### src/rtl/board_io_pkg.sv
// rtl/board_io_pkg.sv - shared constants, glyph decode and width helper for board_io_shell
package board_io_pkg;

  localparam logic [6:0] SEG_BLANK = 7'h7F;

  // Active-low gfedcba glyphs for 0-F
  localparam logic [6:0] SEG_TABLE [16] = '{
    7'h40, 7'h79, 7'h24, 7'h30, 7'h19, 7'h12, 7'h02, 7'h78,
    7'h00, 7'h10, 7'h08, 7'h03, 7'h46, 7'h21, 7'h06, 7'h0E
  };

  function automatic logic [6:0] hex_to_seg(input logic [3:0] nib);
    return SEG_TABLE[nib];
  endfunction

  function automatic int cnt_width(input int n);
    return (n <= 1) ? 1 : $clog2(n);
  endfunction

endpackage

### src/rtl/board_io_shell_if.sv
// rtl/board_io_shell_if.sv - display request bundle between core and board_io_shell
interface board_io_shell_if #(
  parameter int NUM_HEX = 6
);

  logic [4*NUM_HEX-1:0] disp_value;
  logic                 disp_blank_lz;
  logic                 disp_blink;

  modport master (
    output disp_value,
    output disp_blank_lz,
    output disp_blink
  );

  modport slave (
    input disp_value,
    input disp_blank_lz,
    input disp_blink
  );

endinterface

### src/rtl/board_io_shell_sw_debounce.sv
// rtl/board_io_shell_sw_debounce.sv - one-bit switch synchroniser, debouncer and rise detector
module sw_debounce
  import board_io_pkg::*;
#(
  parameter int DEBOUNCE_CYCLES = 1000000
) (
  input  logic clk,
  input  logic rst_n,
  input  logic sw_async,
  output logic level,
  output logic rise
);

  localparam int CNT_W = cnt_width(DEBOUNCE_CYCLES + 1);

  logic             sync_q1;
  logic             sync_q2;
  logic [CNT_W-1:0] cnt;

  always_ff @(posedge clk or negedge rst_n) begin
    if (!rst_n) begin
      sync_q1 <= 1'b0;
      sync_q2 <= 1'b0;
    end else begin
      sync_q1 <= sw_async;
      sync_q2 <= sync_q1;
    end
  end

  // Counter reaches DEBOUNCE_CYCLES after that many differing cycles; the level moves on the next edge
  always_ff @(posedge clk or negedge rst_n) begin
    if (!rst_n) begin
      cnt   <= '0;
      level <= 1'b0;
      rise  <= 1'b0;
    end else begin
      rise <= 1'b0;
      if (sync_q2 == level) begin
        cnt <= '0;
      end else if (cnt == CNT_W'(DEBOUNCE_CYCLES)) begin
        cnt   <= '0;
        level <= sync_q2;
        rise  <= sync_q2;
      end else begin
        cnt <= cnt + 1'b1;
      end
    end
  end

endmodule

### src/rtl/board_io_shell.sv
// rtl/board_io_shell.sv - reset bridge, debounced switches and blinking seven-segment display
module board_io_shell
  import board_io_pkg::*;
#(
  parameter int NUM_SW          = 2,
  parameter int NUM_HEX         = 6,
  parameter int DEBOUNCE_CYCLES = 1000000,
  parameter int BLINK_HALF      = 25000000
) (
  input  logic                 CLOCK_50,
  input  logic                 nrst,
  input  logic [NUM_SW-1:0]    SW,
  output logic                 rst,
  output logic [NUM_SW-1:0]    sw_level,
  output logic [NUM_SW-1:0]    sw_rise,
  board_io_shell_if.slave      disp,
  output logic [7*NUM_HEX-1:0] HEX
);

  localparam int BL_W = cnt_width(BLINK_HALF);

  logic            rst_q1;
  logic            blink_off;
  logic [BL_W-1:0] blink_cnt;
  logic [7*NUM_HEX-1:0] hex_next;

  always_ff @(posedge CLOCK_50 or negedge nrst) begin
    if (!nrst) begin
      rst_q1 <= 1'b1;
      rst    <= 1'b1;
    end else begin
      rst_q1 <= 1'b0;
      rst    <= rst_q1;
    end
  end

  for (genvar g = 0; g < NUM_SW; g++) begin : g_sw
    sw_debounce #(
      .DEBOUNCE_CYCLES (DEBOUNCE_CYCLES)
    ) u_sw_debounce (
      .clk      (CLOCK_50),
      .rst_n    (nrst),
      .sw_async (SW[g]),
      .level    (sw_level[g]),
      .rise     (sw_rise[g])
    );
  end

  // Free-running even when blink is disabled, so enabling it joins the shared phase
  always_ff @(posedge CLOCK_50 or negedge nrst) begin
    if (!nrst) begin
      blink_cnt <= '0;
      blink_off <= 1'b0;
    end else if (blink_cnt == BL_W'(BLINK_HALF - 1)) begin
      blink_cnt <= '0;
      blink_off <= ~blink_off;
    end else begin
      blink_cnt <= blink_cnt + 1'b1;
    end
  end

  always_comb begin
    logic       seen;
    logic [3:0] nib;
    hex_next = '1;
    seen     = 1'b0;
    nib      = 4'h0;
    for (int i = NUM_HEX - 1; i >= 0; i--) begin
      nib  = disp.disp_value[4*i +: 4];
      seen = seen | (nib != 4'h0) | (i == 0);
      if (disp.disp_blink && blink_off) begin
        hex_next[7*i +: 7] = SEG_BLANK;
      end else if (disp.disp_blank_lz && !seen) begin
        hex_next[7*i +: 7] = SEG_BLANK;
      end else begin
        hex_next[7*i +: 7] = hex_to_seg(nib);
      end
    end
  end

  always_ff @(posedge CLOCK_50 or negedge nrst) begin
    if (!nrst) begin
      HEX <= '1;
    end else begin
      HEX <= hex_next;
    end
  end

endmodule

### src/flat_wrapper.sv
// flat-port wrapper written by rule: the top's interface ports become plain ports
module board_io_shell_flat import board_io_pkg::*;
#(
  parameter int NUM_SW          = 2,
  parameter int NUM_HEX         = 6,
  parameter int DEBOUNCE_CYCLES = 1000000,
  parameter int BLINK_HALF      = 25000000
)
  (CLOCK_50, nrst, SW, rst, sw_level, sw_rise, HEX, disp_disp_value, disp_disp_blank_lz, disp_disp_blink);
  board_io_shell_if #(.NUM_HEX(NUM_HEX)) disp_i ();
  input  logic CLOCK_50;
  input  logic nrst;
  input  logic [NUM_SW-1:0] SW;
  output logic rst;
  output logic [NUM_SW-1:0] sw_level;
  output logic [NUM_SW-1:0] sw_rise;
  output logic [7*NUM_HEX-1:0] HEX;
  input wire logic [$bits(disp_i.disp_value)-1:0] disp_disp_value;
  input wire logic [$bits(disp_i.disp_blank_lz)-1:0] disp_disp_blank_lz;
  input wire logic [$bits(disp_i.disp_blink)-1:0] disp_disp_blink;
  assign disp_i.disp_value = disp_disp_value;
  assign disp_i.disp_blank_lz = disp_disp_blank_lz;
  assign disp_i.disp_blink = disp_disp_blink;
  board_io_shell #(.NUM_SW(NUM_SW), .NUM_HEX(NUM_HEX), .DEBOUNCE_CYCLES(DEBOUNCE_CYCLES), .BLINK_HALF(BLINK_HALF)) u_core (.CLOCK_50(CLOCK_50), .nrst(nrst), .SW(SW), .rst(rst), .sw_level(sw_level), .sw_rise(sw_rise), .disp(disp_i), .HEX(HEX));
endmodule
### config.mk
export PLATFORM = sky130hd
export DESIGN_NAME = board_io_shell_flat
export DESIGN_NICKNAME = d
export VERILOG_FILES = /design/src/rtl/board_io_pkg.sv /design/src/rtl/board_io_shell_if.sv /design/src/rtl/board_io_shell_sw_debounce.sv /design/src/rtl/board_io_shell.sv /design/src/flat_wrapper.sv
export SDC_FILE = /design/constraint.sdc
export NUM_CORES = 1
export LEC_CHECK = 0
export ABC_AREA = 1
export CAP_MARGIN = 20
export CORE_MARGIN = 3
export CORE_UTILIZATION = 57
export DETAILED_ROUTE_END_ITERATION = 6
export PLACE_DENSITY = 0.85
export SLEW_MARGIN = 10
export SYNTH_ARGS = -nofsm -noshare
export SYNTH_HDL_FRONTEND = slang
export SYNTH_SLANG_ARGS = --single-unit
### constraint.sdc
create_clock -name CLOCK_50 -period 1.6 [get_ports CLOCK_50]
set_input_delay 0.32 -clock CLOCK_50 [delete_from_list [all_inputs] [get_ports CLOCK_50]]
set_output_delay 0.32 -clock CLOCK_50 [all_outputs]
set_load 0.02 [all_outputs]
==> qor.txt, run 1 <==
Status = finished, violations left
Failing checks = design-rule violations
Top cell type's share of synthesized area = 26.7%
Skew-Pair Late Insertion Delay = 0.42 ns
Post-detail-place hpwl = 12.0 mm
Placed Cells = 1,160
R2R Path Start = u_core.g_sw[0].u_sw_debounce.cnt[2]
PnR Total Power = 8.00 mW
First-pass GRT wire length = 28.6 mm
Htree depth = 4
FF+latch count, synth = 118
Ys async rst share = 100%
Max-slew violations = 0
Routed len/inst = 14.5 µm
Die footprint = 13,500 µm²
Number of buffers and inverters on the critical path = 1
Core area = 11,700 µm²
Final Net Count = 1,107
Startpoint types = flop
Max VDD drop = 746 µV
Seq/Total Area, Yosys = 43.3%
Worst R2R Path Depth = 7
Top Usage Layer GRT = met2
Largest net degree at the start of global routing = 39
Met3 Use GR = 5.08%
Met2 usage = 46.5%
Pre-antenna DRT Iters = 7
Worst path cell trace = clkdlybuf4s15_1
CTS tree = yes
Total number of clock tree sinks = 118
Worst setup startpoint = u_core.HEX[17]
Worst EP required = 1.28 ns
Clk pin slew, worst setup/hold paths = 0.05 ns
TritonCTS buffer count = 17
Vias/cell = 5.45
Maximum buffer depth of the clock tree = 2
Synth Cell Area = 6940 µm²
Ys flop type = dfrtp_1
Via Count = 6,512
Total track usage = 26.3%
Pwr Density = 894 nW/µm²
IO buf count = 76
Layout cells sized above 1 = 19.5%
FILL cells = 802
Hold Violations, Final = 0
Ys Warns = 0
Critical Path End Type = output pin
CP Depth = 1
Die Height = 116 µm
Max-Cap Viols = 0
Most common cell in the netlist = nand2_1
Crit path DAT = 1.25 ns
CP max FO = 1
DRT iter0 DRCs = 695
Static Leak = 4.28 nW
Max Fclk = 636 MHz
Vias in the first global route = 6,444
Total grt overflow = 0
Synth area leader = dfrtp_1
Commonest cells in the netlist = nand2_1, nor2_1, inv_1
Area grow syn2layout = 29.0%
Period utilization = 98.3%
Residual DRC = 4
Die X = 116 µm
Mapped Avg Cell Area = 7.80 µm²
Routed Antenna Nets = 0
Row count = 39
CTS root buffer = clkbuf_16
# IOs = 77
Slowest cell delay on critical path = 0.53 ns
Slowest CP cell = dfstp_2
Minimum clock period = 1.57 ns
Routability congestion estimate = 0.953
Antenna Cells = 0
Crit Path Category = flop to output pin
Syn nets = 958
Max Clock Skew = 0.00573 ns
Cell family with most CP delay = flip-flops
Syn Inst Count = 890
Post-synth EDFFs = 0
Fin cells = 1,195
Synth top area cells = dfrtp_1, dfstp_2, nand2_1
Starting Density = 59.5%
Min-Delay Path Class = input port to async pin
Antenna violations before repair = 0
GR Util met1 = 31.6%
Synth unique cells = 45
Routed WL = 17.3 mm
Final setup violation count = 0
cell families after synthesis:
logic type	count (synthesis)	synth area share (%)
AO/OA/AOI/OAI	79	7.01
XOR/XNOR	31	3.91
adder cells (fa/ha/maj)	38	6.85
buffers and inverters	128	7.44
flip-flops	118	43.3
other	1	0.0540
AND/OR/NAND/NOR	495	31.4
metal layers:
layer  wire (µm)  vias to the layer above
met4         366                        0
li1            -                     3154
met3         909                       42
met5           0                        -
met2        8850                      257
met1        7180                     3059
sequential cells by signal, indices dropped and copies added (netlist names):
register	count
u_core.rst	1
u_core.g_sw.u_sw_debounce.rise	2
u_core.g_sw.u_sw_debounce.sync_q1	2
u_core.g_sw.u_sw_debounce.cnt	40
u_core.blink_cnt	25
u_core.blink_off	1
u_core.rst_q1	1
u_core.HEX	42
u_core.g_sw.u_sw_debounce.level	2
u_core.g_sw.u_sw_debounce.sync_q2	2
layout by cell type, fill, tap and decap left out, types with 24 or more instances in the layout:
cell type | synthesis | routed
dfstp_2 | 44 | 44
nand3_1 | 66 | 62
clkdlybuf4s50_1 | 0 | 28
xor2_1 | 24 | 24
ha_1 | 38 | 37
nor2_1 | 143 | 141
nand2_1 | 204 | 201
dfrtp_1 | 74 | 73
buf_4 | 4 | 65
clkdlybuf4s15_1 | 0 | 25
inv_1 | 100 | 100
o21ai_0 | 27 | 27
final timing paths:
path,end,slack (ns)
min in group CLOCK_50,u_core.g_sw[0].u_sw_debounce.sync_q1,0.35
max,HEX[17],0.03
min reg2reg,u_core.g_sw[1].u_sw_debounce.sync_q2,0.35
max in group asynchronous,u_core.HEX[12],0.71
max reg2reg,u_core.g_sw[0].u_sw_debounce.cnt[19],0.06
min,u_core.g_sw[0].u_sw_debounce.cnt[4],0.34
cell type report:
class | instances | area (µm²) | share of cell area, %
well taps | 143 | 179 | 2.00
inverters | 114 | 429 | 4.79
repair buffers | 144 | 1260 | 14.1
multi-input cells | 644 | 3470 | 38.7
clock inverters | 6 | 90.1 | 1.01
flip-flops and latches | 118 | 3010 | 33.6
clock buffers | 26 | 519 | 5.80
through the flow:
step                      utilization [%]  TNS (ns)  hold slack [ns]  setup WS, ns  instance area (µm²)
after CTS                            76.3         0            0.342      0.000368                 8890
after floorplan                         -         0           0.0244         0.149                 6940
final                                76.8         0            0.342        0.0272                 8960
after detailed placement             71.3     -6.02            0.231        -0.241                 8320
after global placement               71.3     -3.99            0.232        -0.170                 8320
after global routing                 76.8    -0.116            0.354       -0.0582                 8960
where the power goes:
group / leakage, nW / internal, mW / switching [mW]
clock network: 0.285 / 2.54 / 1.32
registers: 1.46 / 3.17 / 0.0544
logic: 2.53 / 0.389 / 0.532
timing repair:
action	in CTS	in global routing
hold buffers	1	0
resized for setup	59	37
setup buffers	0	2
pin swaps	0	3
endpoints found under the setup margin	47	42
endpoints found under the hold margin	16	0
Note: power is estimated with default switching activity, not from simulation.
==> run 2, diff against run 1 <==
Clock period 1.6 ns to 1.75 ns, I/O delays scaled along.
==> run 2 against run 1 <==
Effect of this change:
- the run now ends clean
- global-route usage fell by 1.0 points
- register-to-register slack improved by 0.13 ns
- critical path type unchanged
- via count fell by 2.0%
- final cell count fell by 1.9%
- setup slack improved by 0.056 ns
- non-clock buffer count fell by 23
- sequential share of layout area rose by 1.1 points
- first-iteration DRC count fell by 25%
- combinational power fell by 15%
- clock power fell by 14%
- sequential power fell by 8.7%
- hold slack improved by 0.0035 ns
- critical endpoint is now sw_rise[1]
==> qor.txt, run 2 (synthesis results as in run 1) <==
Clk pin slew, worst setup/hold paths = 0.05 ns (about the same)
Vias in the first global route = 6,156 (was 6,444)
Min-Delay Path Class = flop to flop (was input port to async pin)
Max-Cap Viols = 0 (unchanged)
Worst path cell trace = clkdlybuf4s50_1 (was clkdlybuf4s15_1)
Int Pwr = 5.30 mW (was 6.10 mW)
Static Leak = 4.19 nW (was 4.28 nW)
Hold path endpoint = u_core.g_sw[0].u_sw_debounce.sync_q2
Startpoint types = flop (unchanged)
Slowest CP cell = clkdlybuf4s50_1 (was dfstp_2)
Final setup violation count = 0 (unchanged)
Worst EP required = 1.40 ns (was 1.28 ns)
CP max FO = 1 (unchanged)
Area grow syn2layout = 24.9% (was 29.0%)
Die X = 116 µm (unchanged)
Total number of clock tree sinks = 118 (unchanged)
Biggest register = u_core.HEX (unchanged)
Cell family with most CP delay = buffers and inverters (was flip-flops)
First-pass GRT wire length = 27.5 mm (was 28.6 mm)
Minimum clock period = 1.67 ns
Residual DRC = 0 (was 4)
Starting Density = 59.5% (unchanged)
Routed Antenna Nets = 0 (unchanged)
Core area = 11,700 µm² (unchanged)
Max Fclk = 600 MHz
Pwr Density = 811 nW/µm² (was 894 nW/µm²)
Max-slew violations = 0 (unchanged)
Max Clock Skew = 0.00785 ns (was 0.00573 ns)
Placed Instance Area = 8150 µm² (was 8320 µm²)
Total grt overflow = 0 (unchanged)
Crit Path Category = flop to output pin (unchanged)
Setup_tns = 0 ns (unchanged)
Reg-to-reg slack, setup = 0.19 ns (was 0.06 ns)
Antenna Cells = 0 (unchanged)
Die Height = 116 µm (unchanged)
Maximum buffer depth of the clock tree = 2 (unchanged)
Switching share of power = 24.7% (was 23.8%)
Skew-Pair Late Insertion Delay = 0.41 ns (was 0.42 ns)
Routability congestion estimate = 0.972 (was 0.953)
R2R Path Start = u_core.g_sw[1].u_sw_debounce.cnt[0] (was u_core.g_sw[0].u_sw_debounce.cnt[2])
Place WS = -0.116 ns (was -0.241 ns)
Unrepaired setup endpoints after global routing = no
Total track usage = 25.3% (was 26.3%)
PnR Total Power = 7.03 mW (was 8.00 mW)
DRT iter0 DRCs = 520 (was 695)
Clock power frac = 47.1% (was 48.2%)
Antenna violations before repair = 0 (unchanged)
Row count = 39 (unchanged)
Max VDD drop = 641 µV (was 746 µV)
Setup bufs post-CTS = 0 (unchanged)
Die footprint = 13,500 µm² (unchanged)
Fin cells = 1,172 (was 1,195)
Htree depth = 4 (unchanged)
Pre-antenna DRT Iters = 6 (was 7)
Biggest regs = u_core.HEX (42), u_core.g_sw.u_sw_debounce.cnt (40), u_core.blink_cnt (25) (unchanged)
Hold path cells = 0
Vias/cell = 5.44 (was 5.45)
Slowest cell delay on critical path = 0.59 ns (was 0.53 ns)
Worst R2R Path Depth = 7 (unchanged)
TritonCTS buffer count = 17 (unchanged)
Period utilization = 95.3%
Layout cells sized above 1 = 16.2% (was 19.5%)
Crit path DAT = 1.32 ns (was 1.25 ns)
Status = finished clean (was finished, violations left)
Via Count = 6,379 (was 6,512)
Max FFs per register = 42 (unchanged)
Largest net degree at the start of global routing = 62 (was 39)
# IOs = 77 (unchanged)
Worst Hold Launch = u_core.g_sw[0].u_sw_debounce.sync_q1
Final Net Count = 1,084 (was 1,107)
Routed len/inst = 13.8 µm (was 14.5 µm)
Part of the power in combinational logic = 11.1% (was 11.5%)
CTS tree = yes (unchanged)
Placed Cells = 1,139 (was 1,160)
Most frequent cells in the layout = nand2_1, nor2_1, inv_1 (unchanged)
RR Endpoint = u_core.g_sw[1].u_sw_debounce.cnt[18] (was u_core.g_sw[0].u_sw_debounce.cnt[19])
Final Instance Area = 8670 µm² (was 8960 µm²)
Routed WL = 16.1 mm (was 17.3 mm)
Flop pwr share = 41.8% (was 40.3%)
IO buf count = 76 (unchanged)
Critical Path End Type = output pin (unchanged)
Final WS setup = 0.0830 ns (was 0.0272 ns)
CTS root buffer = clkbuf_16 (unchanged)
Post-detail-place hpwl = 11.6 mm (was 12.0 mm)
Switching power = 1.74 mW (was 1.91 mW)
Hold Violations, Final = 0 (unchanged)
Number of buffers and inverters on the critical path = 1 (unchanged)
Commonest non-fill, non-tap cell in the layout = nand2_1 (unchanged)
[run 2: cell count changes in the layout (fill, tap and decap cells not counted), moves of 4 or more]
cell / change
clkbuf_2: -5
nand3_2: -4
clkbuf_8: -6
nand3_1: +4
dlygate4sd2_1: +28
buf_4: -22
clkdlybuf4s15_1: -25
[run 2: repair_timing]
item,4_1_cts,5_1_grt
hold buffers,1,0
endpoints found under the setup margin,45,6
pin swaps,0,0
endpoints found under the hold margin,74,0
gates resized for setup,45,1
[run 2: stage by stage]
stage | hold WS (ns) | util, %
after detailed placement | 0.336 | 69.9
after CTS | 0.347 | 74.3
after global placement | 0.332 | 69.9
after global routing | 0.355 | 74.4
final | 0.346 | 74.4
after floorplan | 0.0544 | -
[run 2: final cells by class]
cell class                      count  area, µm²
Inverter                          114        429
Sequential cell                   118       3010
Clock inverter                     12        131
Tap cell                          143        179
Timing Repair Buffer              121       1070
Multi-Input combinational cell    644       3420
Clock buffer                       20        437
Fill cell                         868       2990
[run 2: layer usage]
layer	track usage [%]	part of all wire [%]	vias up
li1	-	-	3109
met1	30.8	42	2977
met2	43.7	50	255
met3	5.75	5.8	38
met4	9.51	2.3	0
met5	0	0	-
[run 2: worst max-delay path by stage]
stage	startpoint	depth (start not counted)	endpoint	slack, ns
final	u_core.g_sw[1].u_sw_debounce.rise	1	sw_rise[1]	0.08
after global routing	u_core.g_sw[1].u_sw_debounce.cnt[0]	7	u_core.g_sw[1].u_sw_debounce.cnt[18]	0.01
after CTS	u_core.g_sw[1].u_sw_debounce.rise	1	sw_rise[1]	0.06
after detailed placement	disp_disp_value[16]	9	u_core.HEX[23]	-0.12
after global placement	disp_disp_value[20]	9	u_core.HEX[23]	-0.05
after floorplan	u_core.blink_cnt[0]	8	u_core.blink_cnt[12]	0.30
[run 2: power groups by stage]
| stage | Clock (mW) | Sequential [mW] | Combinational, mW |
|---|---|---|---|
| 2_1_floorplan | 0 | 3.09 | 0.275 |
| 3_3_place_gp | 0 | 2.99 | 0.820 |
| 3_5_place_dp | 0 | 2.98 | 0.840 |
| 4_1_cts | 3.36 | 2.94 | 0.788 |
| 5_1_grt | 3.51 | 2.95 | 0.869 |
| 6_report | 3.31 | 2.94 | 0.784 |
